`config.mk`:
```
export PLATFORM = sky130hd
export DESIGN_NAME = mips_mc_controller_p_flat
export DESIGN_NICKNAME = d
export VERILOG_FILES = /design/src/rtl/mips_ctrl_pkg.sv /design/src/rtl/mips_mc_controller_p_if.sv /design/src/rtl/mips_fetch_seq.sv /design/src/rtl/mips_mc_controller_p.sv /design/src/flat_wrapper.sv
export SDC_FILE = /design/constraint.sdc
export NUM_CORES = 1
export LEC_CHECK = 0
export ABC_AREA = 1
export CORE_MARGIN = 2
export CORE_UTILIZATION = 39
export DETAILED_ROUTE_END_ITERATION = 12
export MAX_ROUTING_LAYER = met4
export PLACE_DENSITY = 0.78
export SETUP_SLACK_MARGIN = 0.02
export SYNTH_ARGS = -nofsm -noshare
export SYNTH_HDL_FRONTEND = slang
export SYNTH_SLANG_ARGS = --single-unit
export TNS_END_PERCENT = 20
```
`constraint.sdc`:
```
create_clock -name clk -period 1.7 [get_ports clk]
set_input_delay 0.34 -clock clk [delete_from_list [all_inputs] [get_ports clk]]
set_output_delay 0.34 -clock clk [all_outputs]
set_load 0.005 [all_outputs]
```
`src/rtl/mips_ctrl_pkg.sv`:
```
// mips_ctrl_pkg: shared state encodings, opcodes and datapath select codes
package mips_ctrl_pkg;
    typedef enum logic [3:0] {
        S_RESET   = 4'b0000,
        S_FETCH   = 4'b0001,
        S_DECODE  = 4'b0101,
        S_MEMADR  = 4'b0110,
        S_LBRD    = 4'b0111,
        S_LBWR    = 4'b1000,
        S_SBWR    = 4'b1001,
        S_RTYPEEX = 4'b1010,
        S_RTYPEWR = 4'b1011,
        S_BEQEX   = 4'b1100,
        S_JEX     = 4'b1101,
        S_ADDIWR  = 4'b1110,
        S_BNEEX   = 4'b1111
    } state_t;

    localparam logic [5:0] OP_LB    = 6'b100000;
    localparam logic [5:0] OP_SB    = 6'b101000;
    localparam logic [5:0] OP_RTYPE = 6'b000000;
    localparam logic [5:0] OP_BEQ   = 6'b100100;
    localparam logic [5:0] OP_BNE   = 6'b000101;
    localparam logic [5:0] OP_J     = 6'b100010;
    localparam logic [5:0] OP_ADDI  = 6'b001000;

    localparam logic [1:0] ALUOP_ADD   = 2'b00;
    localparam logic [1:0] ALUOP_SUB   = 2'b01;
    localparam logic [1:0] ALUOP_FUNCT = 2'b10;

    localparam logic [1:0] PCSRC_INC    = 2'b00;
    localparam logic [1:0] PCSRC_BRANCH = 2'b01;
    localparam logic [1:0] PCSRC_JUMP   = 2'b10;

    localparam logic [1:0] SRCB_REG   = 2'b00;
    localparam logic [1:0] SRCB_FOUR  = 2'b01;
    localparam logic [1:0] SRCB_IMM   = 2'b10;
    localparam logic [1:0] SRCB_BRTGT = 2'b11;

    // Beat counter width, never narrower than one bit
    function automatic int beat_width(input int n);
        return (n <= 2) ? 1 : $clog2(n);
    endfunction
endpackage

```
`src/rtl/mips_mc_controller_p_if.sv`:
```
// mips_mc_controller_p_if: controller-to-datapath bundle; master is the controller
interface mips_mc_controller_p_if
    import mips_ctrl_pkg::*;
#(
    parameter int FETCH_BEATS = 4
);
    localparam int BEAT_W = beat_width(FETCH_BEATS);

    logic [5:0]             op;
    logic                   zero;
    logic                   mem_ready;
    logic                   memread;
    logic                   memwrite;
    logic                   alusrca;
    logic                   memtoreg;
    logic                   iord;
    logic                   pcen;
    logic                   regwrite;
    logic                   regdst;
    logic [1:0]             pcsource;
    logic [1:0]             alusrcb;
    logic [1:0]             aluop;
    logic [FETCH_BEATS-1:0] irwrite;
    logic [3:0]             state;
    logic [BEAT_W-1:0]      beat_cnt;
    logic                   illegal_op;

    modport master (
        input  op, zero, mem_ready,
        output memread, memwrite, alusrca, memtoreg, iord, pcen, regwrite, regdst,
               pcsource, alusrcb, aluop, irwrite, state, beat_cnt, illegal_op
    );

    modport slave (
        output op, zero, mem_ready,
        input  memread, memwrite, alusrca, memtoreg, iord, pcen, regwrite, regdst,
               pcsource, alusrcb, aluop, irwrite, state, beat_cnt, illegal_op
    );
endinterface

```
`src/rtl/mips_fetch_seq.sv`:
```
// mips_fetch_seq: fetch beat counter and one-hot instruction-register byte enable
module mips_fetch_seq
    import mips_ctrl_pkg::*;
#(
    parameter int FETCH_BEATS = 4
) (
    input  logic                                clk,
    input  logic                                rst_n,
    input  logic                                in_fetch,
    input  logic                                ready,
    output logic [beat_width(FETCH_BEATS)-1:0]  beat_cnt,
    output logic [FETCH_BEATS-1:0]              irwrite,
    output logic                                last_beat
);
    localparam int BEAT_W = beat_width(FETCH_BEATS);
    localparam logic [BEAT_W-1:0] LAST = BEAT_W'(FETCH_BEATS - 1);

    assign last_beat = (beat_cnt == LAST);
    assign irwrite   = (in_fetch && ready) ? (FETCH_BEATS'(1) << beat_cnt) : '0;

    // Count accepted beats; zero outside FETCH and after the final beat so every fetch starts at byte 0
    always_ff @(posedge clk or negedge rst_n) begin
        if (!rst_n) beat_cnt <= '0;
        else        beat_cnt <= (!in_fetch || (ready && last_beat)) ? '0 : beat_cnt + BEAT_W'(ready);
    end
endmodule

```
`src/rtl/mips_mc_controller_p.sv`:
```
// mips_mc_controller_p: multicycle TinyMIPS control FSM with parametrised fetch and memory handshake
module mips_mc_controller_p
    import mips_ctrl_pkg::*;
#(
    parameter int FETCH_BEATS   = 4,
    parameter bit USE_MEM_READY = 1'b1
) (
    input  logic                  clk,
    input  logic                  rst_n,
    mips_mc_controller_p_if.master bus
);
    state_t state, next_state;
    logic   illegal, set_illegal, ready, in_fetch, last_beat;

    assign ready          = USE_MEM_READY ? bus.mem_ready : 1'b1;
    assign in_fetch       = (state == S_FETCH);
    assign bus.state      = state;
    assign bus.illegal_op = illegal;

    mips_fetch_seq #(.FETCH_BEATS(FETCH_BEATS)) u_fetch (
        .clk       (clk),
        .rst_n     (rst_n),
        .in_fetch  (in_fetch),
        .ready     (ready),
        .beat_cnt  (bus.beat_cnt),
        .irwrite   (bus.irwrite),
        .last_beat (last_beat)
    );

    // State register and sticky illegal-opcode flag
    always_ff @(posedge clk or negedge rst_n) begin
        if (!rst_n) begin
            state   <= S_RESET;
            illegal <= 1'b0;
        end else begin
            state   <= next_state;
            illegal <= illegal | set_illegal;
        end
    end

    // Next state and Moore outputs; only pcen and FETCH handshake depend on inputs
    always_comb begin
        next_state   = state;
        set_illegal  = 1'b0;
        bus.memread  = 1'b0;
        bus.memwrite = 1'b0;
        bus.alusrca  = 1'b0;
        bus.memtoreg = 1'b0;
        bus.iord     = 1'b0;
        bus.pcen     = 1'b0;
        bus.regwrite = 1'b0;
        bus.regdst   = 1'b0;
        bus.pcsource = PCSRC_INC;
        bus.alusrcb  = SRCB_REG;
        bus.aluop    = ALUOP_ADD;
        case (state)
            S_RESET: next_state = S_FETCH;
            S_FETCH: begin
                bus.memread = 1'b1;
                bus.alusrcb = SRCB_FOUR;
                bus.pcen    = ready;
                if (ready && last_beat) next_state = S_DECODE;
            end
            S_DECODE: begin
                bus.alusrcb = SRCB_BRTGT;
                case (bus.op)
                    OP_LB, OP_SB, OP_ADDI: next_state = S_MEMADR;
                    OP_RTYPE:              next_state = S_RTYPEEX;
                    OP_BEQ:                next_state = S_BEQEX;
                    OP_BNE:                next_state = S_BNEEX;
                    OP_J:                  next_state = S_JEX;
                    default: begin
                        next_state  = S_FETCH;
                        set_illegal = 1'b1;
                    end
                endcase
            end
            S_MEMADR: begin
                bus.alusrca = 1'b1;
                bus.alusrcb = SRCB_IMM;
                next_state  = (bus.op == OP_LB)   ? S_LBRD :
                              (bus.op == OP_SB)   ? S_SBWR :
                              (bus.op == OP_ADDI) ? S_ADDIWR : S_FETCH;
            end
            S_LBRD: begin
                bus.memread = 1'b1;
                bus.iord    = 1'b1;
                if (ready) next_state = S_LBWR;
            end
            S_LBWR: begin
                bus.regwrite = 1'b1;
                bus.memtoreg = 1'b1;
                next_state   = S_FETCH;
            end
            S_SBWR: begin
                bus.memwrite = 1'b1;
                bus.iord     = 1'b1;
                if (ready) next_state = S_FETCH;
            end
            S_RTYPEEX: begin
                bus.alusrca = 1'b1;
                bus.aluop   = ALUOP_FUNCT;
                next_state  = S_RTYPEWR;
            end
            S_RTYPEWR: begin
                bus.regwrite = 1'b1;
                bus.regdst   = 1'b1;
                next_state   = S_FETCH;
            end
            S_BEQEX, S_BNEEX: begin
                bus.alusrca  = 1'b1;
                bus.aluop    = ALUOP_SUB;
                bus.pcsource = PCSRC_BRANCH;
                bus.pcen     = (state == S_BEQEX) ? bus.zero : ~bus.zero;
                next_state   = S_FETCH;
            end
            S_JEX: begin
                bus.pcsource = PCSRC_JUMP;
                bus.pcen     = 1'b1;
                next_state   = S_FETCH;
            end
            S_ADDIWR: begin
                bus.regwrite = 1'b1;
                next_state   = S_FETCH;
            end
            default: next_state = S_FETCH;
        endcase
    end
endmodule

```
`src/flat_wrapper.sv`:
```
// flat-port wrapper written by rule: the top's interface ports become plain ports
module mips_mc_controller_p_flat import mips_ctrl_pkg::*;
#(
    parameter int FETCH_BEATS   = 4,
    parameter bit USE_MEM_READY = 1'b1
)
  (clk, rst_n, bus_op, bus_zero, bus_mem_ready, bus_memread, bus_memwrite, bus_alusrca, bus_memtoreg, bus_iord, bus_pcen, bus_regwrite, bus_regdst, bus_pcsource, bus_alusrcb, bus_aluop, bus_irwrite, bus_state, bus_beat_cnt, bus_illegal_op);
  mips_mc_controller_p_if #(.FETCH_BEATS(FETCH_BEATS)) bus_i ();
  input  logic clk;
  input  logic rst_n;
  input wire logic [$bits(bus_i.op)-1:0] bus_op;
  input wire logic [$bits(bus_i.zero)-1:0] bus_zero;
  input wire logic [$bits(bus_i.mem_ready)-1:0] bus_mem_ready;
  output wire logic [$bits(bus_i.memread)-1:0] bus_memread;
  output wire logic [$bits(bus_i.memwrite)-1:0] bus_memwrite;
  output wire logic [$bits(bus_i.alusrca)-1:0] bus_alusrca;
  output wire logic [$bits(bus_i.memtoreg)-1:0] bus_memtoreg;
  output wire logic [$bits(bus_i.iord)-1:0] bus_iord;
  output wire logic [$bits(bus_i.pcen)-1:0] bus_pcen;
  output wire logic [$bits(bus_i.regwrite)-1:0] bus_regwrite;
  output wire logic [$bits(bus_i.regdst)-1:0] bus_regdst;
  output wire logic [$bits(bus_i.pcsource)-1:0] bus_pcsource;
  output wire logic [$bits(bus_i.alusrcb)-1:0] bus_alusrcb;
  output wire logic [$bits(bus_i.aluop)-1:0] bus_aluop;
  output wire logic [$bits(bus_i.irwrite)-1:0] bus_irwrite;
  output wire logic [$bits(bus_i.state)-1:0] bus_state;
  output wire logic [$bits(bus_i.beat_cnt)-1:0] bus_beat_cnt;
  output wire logic [$bits(bus_i.illegal_op)-1:0] bus_illegal_op;
  assign bus_i.op = bus_op;
  assign bus_i.zero = bus_zero;
  assign bus_i.mem_ready = bus_mem_ready;
  assign bus_memread = bus_i.memread;
  assign bus_memwrite = bus_i.memwrite;
  assign bus_alusrca = bus_i.alusrca;
  assign bus_memtoreg = bus_i.memtoreg;
  assign bus_iord = bus_i.iord;
  assign bus_pcen = bus_i.pcen;
  assign bus_regwrite = bus_i.regwrite;
  assign bus_regdst = bus_i.regdst;
  assign bus_pcsource = bus_i.pcsource;
  assign bus_alusrcb = bus_i.alusrcb;
  assign bus_aluop = bus_i.aluop;
  assign bus_irwrite = bus_i.irwrite;
  assign bus_state = bus_i.state;
  assign bus_beat_cnt = bus_i.beat_cnt;
  assign bus_illegal_op = bus_i.illegal_op;
  mips_mc_controller_p #(.FETCH_BEATS(FETCH_BEATS), .USE_MEM_READY(USE_MEM_READY)) u_core (.clk(clk), .rst_n(rst_n), .bus(bus_i));
endmodule
```
==> flow_metrics.py, run 1 <==
metrics = {
    "power_and_ir_drop": {
        "leakage_nw": 0.790,
        "vdd_drop_max_mv": 0.952,
        "total_power_mw": 1.36,
        "powerDensity_nw_per_um2": 998,
    },
    "logic_synthesis": {
        "synth-seq-cells": 7,
        "synth_nets": 129,
        "synth_seq_area_share": 0.244,
        "yosys.area.top_type": "dfrtp_1",
        "yosysWarningCount": 0,
        "syn_inst": 118,
        "ys_types": 22,
        "synth_top_area_share": 0.244,
        "avgSynthCellArea_um2": 6.08,
        "synth.top_cells.by_area": "dfrtp_1 24%, nand2_1 15%, nor2_1 12%",
        "syn_area_um2": 717,
    },
    "setup_path": {
        "start_kind": "register",
        "r2r_end": "u_core.bus.state[2]$_DFFE_PN0P_",
        "crit_fanout": 3,
        "crit_arrival_ns": 1.49,
        "ff2ff_path_depth": 12,
        "cp-endpoint": "bus_irwrite[0]",
        "rrSetupSlack_ns": 0.09,
        "crit_path_top_delay_cell": "dfrtp_1",
        "max_stage_delay_ns": 0.40,
        "timing.rr.start": "u_core.bus.state[1]$_DFFE_PN0P_",
        "worstSetupPathType": "reg -> out",
        "critical_path_required_ns": 1.36,
        "critPathCaptureType": "primary output",
        "crit_chain": "inv_2 -> nand2_8 -> nor3_4 -> buf_6 -> nand2_4 -> nor3_2 -> buf_2",
        "crit_start": "u_core.bus.state[1]$_DFFE_PN0P_",
    },
    "outcome": {
        "outcome": "finished with violations",
        "violations": "negative setup slack",
    },
    "sta": {
        "hold_violations": 0,
        "worst_slack_ns": -0.128,
        "min_period_ns": 1.83,
        "rsz0062_at_grt": "true",
        "fmax_mhz": 547,
        "tightest_slew_ns": 0.320,
        "setup_viol": 9,
        "clock-skew-final_ns": 0.0106,
        "fin_crit_sh": 1.08,
        "finalMaxSlewViolations": 0,
        "relSlewSlack": 0.786,
    },
    "placed_design": {
        "numPortBuffers": 34,
        "place_area_um2": 1230,
        "gp_congestion": 0.867,
        "dp_hpwl_um": 1760,
        "placed_cells": 197,
    },
    "finish": {
        "fin_util": 0.790,
        "area.growth.synth_to_final_pct": 90.2,
        "multi_input_area_um2": 495,
        "fill_cells": 124,
        "seq_area_um2": 179,
        "finalNonFillerCells": 214,
        "layout-drive-gt1-share": 0.444,
        "final_area_um2": 1360,
        "nNetsFinal": 201,
        "antenna_cells": 0,
    },
    "clock_tree": {
        "clkTransAtPathRegs_ns": 0.06,
        "numCtsBuffers": 3,
        "cts_max_path_buffers": 2,
        "clk_latency_ns": 0.25,
        "clock-sinks": 7,
        "cts_hold_buf": 0,
        "cts_tree": "built",
        "root_buffer": "clkbuf_4",
        "htreeDepth": 1,
    },
    "routing": {
        "drt_iter0_drc": 24,
        "dr_total_vias": 1054,
        "routed_wirelength_um": 2820,
        "drc": 0,
        "avgRoutedWirePerCell_um": 13.2,
        "avgViaCountPerCell": 4.93,
        "drtAntennaViolNets": 0,
        "dr.pass1.iters": 5,
    },
    "global_route": {
        "grt_first_pass_wirelength_um": 3750,
        "grt_max_degree": 8,
        "grt-ovfl-total": 0,
        "track_usage": 0.244,
        "antenna_found_initial": 0,
        "grt_pass1_vias": 928,
    },
    "floorplan": {
        "ioPinCount": 35,
        "dieArea_um2": 2200,
        "die_h_um": 46.9,
        "rows": 15,
        "core-area_um2": 1730,
        "start_util": 0.415,
        "die_w_um": 46.9,
    },
    "min_path": {
        "hold_class": "in -> async",
    },
    "run": {
        "maxCapViolCount": 0,
    },
}
worst min path at each step:
| stage | cells after the start | from | endpoint |
|---|---|---|---|
| 4_1_cts | 1 | rst_n | u_core.bus.state[1]$_DFFE_PN0P_ |
| 2_1_floorplan | 0 | rst_n | u_core.bus.illegal_op$_DFF_PN0_ |
| 6_report | 1 | rst_n | u_core.bus.state[1]$_DFFE_PN0P_ |
| 3_3_place_gp | 2 | u_core.bus.illegal_op$_DFF_PN0_ | u_core.bus.illegal_op$_DFF_PN0_ |
| 3_5_place_dp | 2 | u_core.bus.illegal_op$_DFF_PN0_ | u_core.bus.illegal_op$_DFF_PN0_ |
| 5_1_grt | 1 | rst_n | u_core.bus.state[1]$_DFFE_PN0P_ |
area by class of cell:
class,count,share of cell area
sequential,7,0.131
inverter,21,0.0615
clock buffer,4,0.0193
tap,25,0.0229
timing repair buffer,69,0.402
multi-input combinational,88,0.363
power breakdown:
part | leakage, nW | switching [mW] | internal [mW]
clock network | 0.0150 | 0.0602 | 0.0895
logic | 0.694 | 0.442 | 0.480
registers | 0.0807 | 0.0814 | 0.208
metal layers:
metal	track usage	vias up	wire length [um]
met4	0.0944	0	80
met5	-	-	0
li1	-	510	-
met1	0.252	474	1120
met3	0.0500	12	137
met2	0.447	58	1490
synth_stat cells:
master / instances
nand3_1: 11
buf_4: 1
ha_1: 1
inv_4: 1
nand2_2: 2
nand2_8: 1
o21ai_0: 3
clkbuf_8: 1
nand4_1: 5
nor2_2: 3
o21ai_1: 1
nand3_2: 1
nor3_2: 1
nor2_1: 23
inv_1: 14
a22oi_1: 1
xnor2_1: 1
nand2_1: 29
dfrtp_1: 7
inv_2: 6
nor3_1: 3
nor2_4: 2
metrics by stage:
step	hold WS [ns]	setup WS (ns)	setup TNS, ns
after floorplan	0.0444	0.279	0
after CTS	0.344	-0.152	-0.700
after global routing	0.367	-0.196	-1.33
final	0.344	-0.128	-0.607
after detailed placement	0.462	-0.272	-2.11
after global placement	0.450	-0.250	-1.80
cell families (layout without fill, tap and decap cells):
kind of cell | count (synthesis) | in the layout | synth area share
flip-flops | 7 | 7 | 0.244
buffers and inverters | 23 | 94 | 0.143
AND/OR/NAND/NOR | 81 | 81 | 0.544
adder cells (fa/ha/maj) | 1 | 1 | 0.0174
AO/OA/AOI/OAI | 5 | 5 | 0.0384
XOR/XNOR | 1 | 1 | 0.0122
timing repair:
action,CTS,global route
pin swaps,10,3
hold endpoints to repair,0,0
setup buffers,11,2
resized for setup,69,15
setup endpoints to repair,20,20
worst max-delay path, delay by kind of cell, from the launching register on:
kind	cells	cell delay, ns
buffers and inverters	3	0.42
flip-flops	1	0.40
AND/OR/NAND/NOR	4	0.41
state kept, by name, summed over array words and instances (netlist names):
signal and cells:
u_core.bus.state 4, u_core.u_fetch.beat_cnt 2, u_core.bus.illegal_op 1
placed cells by master, fill, tap and decap left out, drive strengths merged:
cell,synthesis,final
a22oi,1,1
buf,1,45
clkbuf,1,9
clkdlybuf4s15,0,1
clkdlybuf4s50,0,14
dfrtp,7,7
dlygate4sd2,0,2
dlymetal6s2s,0,2
ha,1,1
inv,21,21
nand2,32,32
nand3,12,12
nand4,5,5
nor2,28,28
nor3,4,4
o21ai,4,4
xnor2,1,1
Note: power is estimated with default switching activity, not from simulation.
==> run 2, diff against run 1 <==
--- a/config.mk
+++ b/config.mk
@@ -11,6 +11,7 @@
 export DETAILED_ROUTE_END_ITERATION = 12
 export MAX_ROUTING_LAYER = met4
 export PLACE_DENSITY = 0.78
+export REMOVE_ABC_BUFFERS = 1
 export SETUP_SLACK_MARGIN = 0.02
 export SYNTH_ARGS = -nofsm -noshare
 export SYNTH_HDL_FRONTEND = slang
==> run 2 against run 1 <==
- the run still ends with negative setup slack left
- combinational power shrank 3.8%
- clock skew decreased by 0.0053 ns
- wire length is 9.1% lower
- register-to-register slack better by 0.12 ns
- setup slack worse by 0.043 ns
- non-clock buffer count increased by 1
- clock power is essentially flat
- maximum frequency fell by 2.3%
- die area did not move
- highest routed layer unchanged
- power fell by 2.4%
- count of clock-buffer cells in the layout stayed put
- sequential power up 1%
==> flow_metrics.py, run 2 (synthesis gave the netlist of run 1 again) <==
metrics = {
    "setup_path": {
        "max_stage_delay_ns": 0.44,
        "worstSetupPathType": "reg -> out",
        "rrSetupSlack_ns": 0.21,
        "timing.critical_path.buf_inv": 3,
        "critPathTopFamily": "flip-flops",
        "crit_arrival_ns": 1.53,
        "crit_chain": "buf_6 -> nor3_4 -> nand2_2 -> buf_4 -> nor3_2 -> buf_2",
        "critPathCaptureType": "primary output",
        "critical_path_required_ns": 1.36,
        "start_kind": "register",
        "crit_path_top_delay_cell": "dfrtp_2",
        "crit_fanout": 3,
    },
    "sta": {
        "setup_viol": 12,
        "worst_slack_ns": -0.171,
        "min_period_ns": 1.87,
        "fin_crit_sh": 1.10,
        "finalMaxSlewViolations": 0,
        "tightest_slew_ns": 0.309,
        "hold_violations": 0,
        "fmax_mhz": 534,
        "relSlewSlack": 0.793,
        "clock-skew-final_ns": 0.00532,
        "rsz0062_at_grt": "true",
    },
    "placed_design": {
        "numPortBuffers": 34,
        "pre_cts_ws_ns": -0.346,
        "dp_hpwl_um": 1740,
        "place_area_um2": 1230,
        "gp_congestion": 0.883,
    },
    "global_route": {
        "track_usage": 0.246,
        "grt-busiest-layer": "met2",
        "grt_max_degree": 8,
        "grt-ovfl-total": 0,
        "met2_usage": 0.449,
        "grt_first_pass_wirelength_um": 3800,
        "met1_usage": 0.287,
        "grt_pass1_vias": 908,
        "grtUsageMet3": 0,
        "antenna_found_initial": 0,
    },
    "routing": {
        "avgViaCountPerCell": 4.73,
        "dr_total_vias": 1017,
        "drc": 0,
        "drt_iter0_drc": 34,
        "drtAntennaViolNets": 0,
        "dr.pass1.iters": 4,
        "avgRoutedWirePerCell_um": 11.9,
        "routed_wirelength_um": 2570,
    },
    "finish": {
        "largest_reg_flops": 4,
        "area.growth.synth_to_final_pct": 92.3,
        "layout-drive-gt1-share": 0.463,
        "multi_input_area_um2": 500,
        "seq_area_um2": 179,
        "final_area_um2": 1380,
        "final_common_cell": "buf_4",
        "regMostFlops": "u_core.bus.state",
        "antenna_cells": 0,
        "fill_cells": 125,
        "layout_common_cells": "28 x buf_4, 26 x nand2_1, 19 x nor2_1",
        "nNetsFinal": 202,
    },
    "floorplan": {
        "dieArea_um2": 2200,
        "core-area_um2": 1730,
        "rows": 15,
        "die_w_um": 46.9,
        "die_h_um": 46.9,
        "ioPinCount": 35,
        "start_util": 0.415,
    },
    "outcome": {
        "violations": "negative setup slack",
        "outcome": "finished with violations",
    },
    "clock_tree": {
        "clkTransAtPathRegs_ns": 0.05,
        "clock-sinks": 7,
        "htreeDepth": 1,
        "clk_latency_ns": 0.25,
        "numCtsBuffers": 3,
        "root_buffer": "clkbuf_4",
        "cts_hold_buf": 0,
        "cts_tree": "built",
        "cts_max_path_buffers": 2,
    },
    "run": {
        "maxCapViolCount": 0,
    },
    "power_and_ir_drop": {
        "total_power_mw": 1.33,
        "powerDensity_nw_per_um2": 963,
        "vdd_drop_max_mv": 0.804,
        "leakage_nw": 0.757,
    },
    "min_path": {
        "hold_class": "in -> async",
    },
}
[run 2: cell count changes in the layout (fill, tap and decap cells not counted), moves of 2 or more]
cell | before | now
buf_6 | 4 | 8
nand2_2 | 3 | 5
nand2_4 | 2 | 0
dlymetal6s2s_1 | 2 | 0
buf_2 | 9 | 12
buf_4 | 32 | 28
[run 2: worst paths after layout]
kind	from	to	cells after the start
min in group clk	u_core.bus.illegal_op$_DFF_PN0_	u_core.bus.illegal_op$_DFF_PN0_	2
worst min-delay path	rst_n	u_core.bus.state[3]$_DFFE_PN0P_	1
max in group asynchronous	rst_n	u_core.bus.state[0]$_DFFE_PN0P_	1
worst min register to register	u_core.bus.illegal_op$_DFF_PN0_	u_core.bus.illegal_op$_DFF_PN0_	2
worst max register to register	u_core.bus.state[3]$_DFFE_PN0P_	u_core.bus.state[2]$_DFFE_PN0P_	9
worst max-delay path	u_core.bus.state[3]$_DFFE_PN0P_	bus_irwrite[1]	6
[run 2: worst register-to-register path: stages (launching register included)]
cell and delay, ns:
dfrtp_2 0.44, buf_6 0.14, nor3_4 0.21, buf_4 0.15, buf_6 0.10, nand2_1 0.10, nand3_2 0.10, inv_2 0.04
nand2_1 0.06, nand2_1 0.05
[run 2: routing by layer]
| layer | up-vias | share of wire | wire [um] |
|---|---|---|---|
| li1 | 513 | - | - |
| met1 | 458 | 0.41 | 1050 |
| met2 | 42 | 0.52 | 1340 |
| met3 | 4 | 0.055 | 142 |
| met4 | 0 | 0.012 | 30 |
| met5 | - | 0 | 0 |
[run 2: area by class of cell]
type / instances / area share
Timing Repair Buffer: 70 / 0.405
Sequential cell: 7 / 0.130
Clock buffer: 4 / 0.0191
Inverter: 21 / 0.0608
Multi-Input combinational cell: 88 / 0.363
Tap cell: 25 / 0.0227
[run 2: power breakdown]
group          internal, mW  switching (mW)  leakage [nW]
logic                 0.472           0.414         0.662
registers             0.208          0.0855        0.0807
clock network        0.0894          0.0586        0.0150
[run 2: metrics by stage]
| stage | instances | TNS, ns | hold slack [ns] | utilization |
|---|---|---|---|---|
| CTS | 211 | -0.498 | 0.350 | 0.778 |
| detailed placement | 197 | -2.41 | 0.465 | 0.714 |
| floorplan | 116 | 0 | 0.0444 | - |
| global placement | 197 | -2.04 | 0.450 | 0.714 |
| global route | 215 | -1.84 | 0.371 | 0.799 |
| finish | 215 | -1.02 | 0.345 | 0.799 |
[run 2: what timing repair did]
action | CTS | global route
gates cloned | 0 | 0
buffers inserted | 10 | 4
endpoints found under the setup margin | 21 | 19
pin swaps | 7 | 5
resized for setup | 79 | 16
==> run 3, diff against run 2 <==
--- a/config.mk
+++ b/config.mk
@@ -5,12 +5,12 @@
 export SDC_FILE = /design/constraint.sdc
 export NUM_CORES = 1
 export LEC_CHECK = 0
-export ABC_AREA = 1
 export CORE_MARGIN = 2
-export CORE_UTILIZATION = 39
+export CORE_UTILIZATION = 41
 export DETAILED_ROUTE_END_ITERATION = 12
+export GPL_TIMING_DRIVEN = 0
 export MAX_ROUTING_LAYER = met4
-export PLACE_DENSITY = 0.78
+export PLACE_DENSITY = 0.79
 export REMOVE_ABC_BUFFERS = 1
 export SETUP_SLACK_MARGIN = 0.02
 export SYNTH_ARGS = -nofsm -noshare
==> run 3 against run 2 <==
- the flow still finishes with violations (negative setup slack)
- power increased by 5.2%
- count of clock-buffer cells in the layout unchanged
- sequential share of layout area increased by 1.0 points
- largest cell class is now multi-input combinational cells
==> flow_metrics.py, run 3 <==
metrics = {
    "outcome": {
        "outcome": "finished with violations",
        "violations": "negative setup slack",
    },
    "logic_synthesis": {
        "synthTopCellsByCount": "12 x a21oi_1, 12 x nor2_1, 9 x nor3_1, 8 x nand2_1, 7 x dfrtp_1",
        "synth.top_cells.by_area": "dfrtp_1 22%, a21oi_1 7.7%, nor3_1 5.8%",
        "synth_seq_area_share": 0.224,
        "synth_edf_count": 0,
        "syn_inst": 107,
        "synthArstFlopShare": 1.00,
        "yosys.area.top_type": "dfrtp_1",
        "ys.flop_type": "dfrtp_1",
        "synth-seq-cells": 7,
        "avgSynthCellArea_um2": 7.31,
        "syn_area_um2": 782,
        "ys_types": 38,
        "yosysWarningCount": 0,
        "synth_top_area_share": 0.224,
    },
    "global_route": {
        "grt_pass1_vias": 857,
        "track_usage": 0.243,
        "antenna_found_initial": 0,
        "grt_max_degree": 10,
        "grt-ovfl-total": 0,
        "grt_first_pass_wirelength_um": 3810,
    },
    "sta": {
        "fin_hold_ws_ns": 0.343,
        "fin_crit_sh": 1.12,
        "rsz0062_at_grt": "true",
        "relSlewSlack": 0.770,
        "fmax_mhz": 527,
        "min_period_ns": 1.90,
        "clock-skew-final_ns": 0.00399,
        "hold_violations": 0,
        "finalMaxSlewViolations": 0,
        "worst_slack_ns": -0.199,
        "setup_viol": 9,
        "tightest_slew_ns": 0.344,
        "fin_setup_tns_ns": -0.741,
    },
    "power_and_ir_drop": {
        "pwr-share-clk": 0.105,
        "p_int_mw": 0.818,
        "p_sw_mw": 0.579,
        "total_power_mw": 1.40,
        "powerDensity_nw_per_um2": 1080,
        "p_sw_frac": 0.414,
        "leakage_nw": 0.584,
        "vdd_drop_max_mv": 0.444,
        "combPwrFrac": 0.685,
        "p_seq_frac": 0.210,
    },
    "clock_tree": {
        "cts_hold_buf": 0,
        "htreeDepth": 1,
        "numCtsBuffers": 3,
        "cts_tree": "built",
        "clk_latency_ns": 0.25,
        "root_buffer": "clkbuf_4",
        "clkTransAtPathRegs_ns": 0.05,
        "cts_max_path_buffers": 2,
        "clock-sinks": 7,
    },
    "setup_path": {
        "r2r_end": "u_core.bus.state[3]$_DFFE_PN0P_",
        "worstSetupPathType": "reg -> out",
        "rrSetupSlack_ns": 0.19,
        "crit_arrival_ns": 1.56,
        "crit_fanout": 5,
        "crit_chain": "buf_4 -> xor2_1 -> nor2_1 -> a21oi_1 -> nor2_1 -> dlygate4sd2_1",
        "start_kind": "register",
        "crit_path_top_delay_cell": "dfrtp_2",
        "max_stage_delay_ns": 0.45,
        "critical_path_required_ns": 1.36,
        "ff2ff_path_depth": 6,
        "critPathTopFamily": "flip-flops",
        "crit_start": "u_core.bus.state[2]$_DFFE_PN0P_",
        "critPathCaptureType": "primary output",
        "timing.rr.start": "u_core.bus.state[3]$_DFFE_PN0P_",
        "timing.critical_path.buf_inv": 2,
        "cp_common_cell": "nor2_1",
    },
    "floorplan": {
        "ioPinCount": 35,
        "dieArea_um2": 2270,
        "start_util": 0.443,
        "die_w_um": 47.7,
        "core-area_um2": 1760,
        "rows": 15,
        "die_h_um": 47.7,
    },
    "placed_design": {
        "placed_cells": 158,
        "gp_congestion": 0.846,
        "numPortBuffers": 34,
        "dp_hpwl_um": 1600,
        "pre_cts_ws_ns": -0.555,
    },
    "finish": {
        "layout-drive-gt1-share": 0.375,
        "nNetsFinal": 164,
        "largest_reg_flops": 4,
        "layout_common_cells": "14 x clkdlybuf4s50_1, 11 x a21oi_1, 10 x buf_4",
        "antenna_cells": 0,
        "fill_cells": 142,
        "regMostFlops": "u_core.bus.state",
        "finalNonFillerCells": 177,
        "final_common_cell": "clkdlybuf4s50_1",
        "area.growth.synth_to_final_pct": 64.6,
    },
    "routing": {
        "drt_iter0_drc": 19,
        "routed_wirelength_um": 2590,
        "avgViaCountPerCell": 5.54,
        "dr_total_vias": 980,
        "dr.pass1.iters": 4,
        "drc": 0,
        "drtAntennaViolNets": 0,
        "avgRoutedWirePerCell_um": 14.6,
    },
    "min_path": {
        "hold_class": "in -> async",
    },
    "run": {
        "maxCapViolCount": 0,
    },
}
[run 3: changes by cell type after synthesis, sizes merged, moves of 6 or more]
cell    change
buf         +7
nor2       -14
inv        -18
a21oi      +12
nand2b      +6
nand3       -7
nand2      -24
nor3        +6
[run 3: per-layer routing]
metal | vias to the layer above | wire length, um | GRT usage
met1 | 464 | 1080 | 0.282
li1 | 472 | - | -
met3 | 6 | 97 | 0.0151
met4 | 0 | 40 | 0.0595
met2 | 38 | 1370 | 0.451
met5 | - | 0 | -
[run 3: what timing repair did]
| action | 4_1_cts | 5_1_grt |
|---|---|---|
| buffers inserted | 14 | 1 |
| resized for setup | 63 | 17 |
| endpoints found under the setup margin | 23 | 19 |
| pin swaps | 3 | 2 |
| cloned | 0 | 0 |
[run 3: stage by stage]
step,area [um^2],util
detailed placement,1090,0.620
global route,1290,0.730
CTS,1250,0.711
finish,1290,0.730
global placement,1090,0.620
floorplan,722,-
[run 3: cells by family after synthesis]
kind of cell             Yosys count  synth area share
AND/OR/NAND/NOR                   56             0.406
AO/OA/AOI/OAI                     27             0.202
buffers and inverters             11            0.0912
multiplexers                       2            0.0272
flip-flops                         7             0.224
adder cells (fa/ha/maj)            1            0.0160
XOR/XNOR                           3            0.0336
[run 3: layout make-up]
| class | count | area (um^2) | share of cell area |
|---|---|---|---|
| Multi-Input combinational cell | 89 | 624 | 0.485 |
| Timing Repair Buffer | 49 | 414 | 0.322 |
| Sequential cell | 7 | 180 | 0.140 |
| Tap cell | 25 | 31.3 | 0.0243 |
| Clock buffer | 4 | 26.3 | 0.0204 |
| Inverter | 3 | 11.3 | 0.00875 |
[run 3: worst max path at each step]
stage               slack (ns)              to  depth (start not counted)
floorplan                 0.04  bus_irwrite[0]                          3
global placement         -0.55  bus_irwrite[0]                          4
detailed placement       -0.55  bus_irwrite[0]                          4
CTS                      -0.21  bus_irwrite[0]                          4
global route             -0.29    bus_regwrite                          6
finish                   -0.20    bus_regwrite                          6
[run 3: power groups by stage]
stage	clock network, mW	logic (mW)	registers [mW]
after floorplan	0	0.369	0.303
final	0.146	0.957	0.293
after detailed placement	0	0.709	0.317
after CTS	0.153	0.886	0.286
after global placement	0	0.693	0.317
after global routing	0.156	1.03	0.305
==> patch, RTL diff (settings of run 3) <==
Make the reset (`rst_n`) synchronous in 2 clocked blocks.
--- a/src/rtl/mips_fetch_seq.sv
+++ b/src/rtl/mips_fetch_seq.sv
@@ -21,3 +21,3 @@
     // Count accepted beats; zero outside FETCH and after the final beat so every fetch starts at byte 0
-    always_ff @(posedge clk or negedge rst_n) begin
+    always_ff @(posedge clk) begin
         if (!rst_n) beat_cnt <= '0;
--- a/src/rtl/mips_mc_controller_p.sv
+++ b/src/rtl/mips_mc_controller_p.sv
@@ -30,3 +30,3 @@
     // State register and sticky illegal-opcode flag
-    always_ff @(posedge clk or negedge rst_n) begin
+    always_ff @(posedge clk) begin
         if (!rst_n) begin
Function: differs if rst_n is asserted again (counterexample within 4 cycles, from zero or initial values and one cycle with rst_n low); with rst_n held inactive, the same outputs for 10 cycles.
==> patch against run 3 <==
The run still ends with setup timing left. Sequential cell count did not move. Final area rose by 9.3%. Die area rose by 2.6%. Via count rose by 15%. Global-route usage rose by 1.9 points. Routed wire length rose by 14%. Area after synthesis rose by 2.9%. Synthesized cell count rose by 10%. Worst setup slack improved by 0.0063 ns. First-iteration DRC count rose by 120%. Clock skew barely moved.
Power is left out: it rests on default switching activity, and per cell area and clock period it moved more than threefold.
==> patch: results (changes against run 3) <==
* Worst Path Max Fanout at 15 (+10)
* Routability cong. at 0.761 (-10%)
* Met3 Usage GRT at 0.0778 (+0.0627)
* DP HPWL at 1.68 mm (+5.1%)
* CP max stage delay at 0.53 ns (+0.08 ns)
* Final setup violation count at 8 (-1)
* Register area share after synthesis at 0.174 (-0.0498)
* Dpl cell area at 1130 sq um (+3.7%)
* Failing checks: setup timing
* Slew @ Worst Pin at 0.382 ns (+0.0373 ns)
* First-pass GRT wire length at 4.15 mm (+9.1%)
* Post-synth top cells: 15 x nand2_1, 13 x nor2_1, 8 x o21ai_0
* Syn Area/Cell at 6.82 sq um (-6.7%)
* ANT cells at 0 (unchanged)
* Layout Nets at 181 (+10%)
* Layout cells sized above 1 at 0.337 (-0.0377)
* Pre-CTS WS at -0.594 ns (-0.0392 ns)
* CTS resizes at 67 (+6.3%)
* Top_reg_cell synth: dfxtp_1
* GRT Total Usage at 0.261 (+0.0187)
* Pin count of the biggest net entering global routing at 16 (+6)
* M1 GR Usage at 0.282 (about the same)
* Placed cells at 171 (+8.2%)
* Multi-input logic area at 689 sq um (+10%)
* Post-CTS setup buffer count at 19 (+5)
* HP Class: flop to flop
* GR met2 Demand/Resource at 0.463 (+0.0118)
* Initial antenna violation count at 0 (unchanged)
* Via count at 1128 (+15%)
* Synth cell types at 39 (+2.6%)
* Top cells by area, synth: dfxtp_1 17%, nand2_1 7.0%, nor2_1 6.1%
* Outcome: complete, but fails checks
* First DRT Iteration DRCs at 42 (+23)
* Vias in the first global route at 961 (+12%)
* DR WL/cell at 15.1 microns (+3.3%)
* Final WS setup at -0.193 ns (+0.00627 ns)
* Critical path's slowest cell: clkdlybuf4s50_1
-- patch: cell families after synthesis --
kind of cell / share of synthesized area
XOR/XNOR: 0.0327
AO/OA/AOI/OAI: 0.266
flip-flops: 0.174
buffers and inverters: 0.0746
multiplexers: 0.0140
AND/OR/NAND/NOR: 0.423
adder cells (fa/ha/maj): 0.0155
-- patch: path summary, 6_finish.rpt --
kind                                     from                                to  slack [ns]  depth (start not counted)
max          u_core.bus.state[3]$_SDFFE_PN0P_                      bus_aluop[1]       -0.19                          4
min          u_core.bus.illegal_op$_SDFF_PN0_  u_core.bus.illegal_op$_SDFF_PN0_        0.46                          1
max reg2reg  u_core.bus.state[1]$_SDFFE_PN0P_  u_core.bus.state[2]$_SDFFE_PN0P_        0.11                          5
min reg2reg  u_core.bus.illegal_op$_SDFF_PN0_  u_core.bus.illegal_op$_SDFF_PN0_        0.46                          1
-- patch: metal layers --
layer / wire length (microns) / up-vias
li1: - / 533
met1: 1140 / 530
met2: 1530 / 61
met3: 266 / 4
met4: 25 / 0
met5: 0 / -
-- patch: stage by stage --
stage               hold slack, ns  setup TNS (ns)
floorplan                    0.458               0
global placement             0.449           -6.54
detailed placement           0.452           -7.25
CTS                          0.465          -0.662
global route                 0.496           -1.33
finish                       0.461          -0.724
-- patch: area by class of cell --
type | instances | area share
multi-input combinational | 99 | 0.490
timing repair buffer | 55 | 0.345
sequential | 7 | 0.111
tap | 27 | 0.0240
clock buffer | 3 | 0.0160
inverter | 4 | 0.0107
clock inverter | 1 | 0.00356
-- patch: critical path, delay by kind of cell (launching register included) --
family,cells,cell delay (ns)
and+or+nand+nor,2,0.26
DFF,1,0.35
buffers and inverters,2,0.69
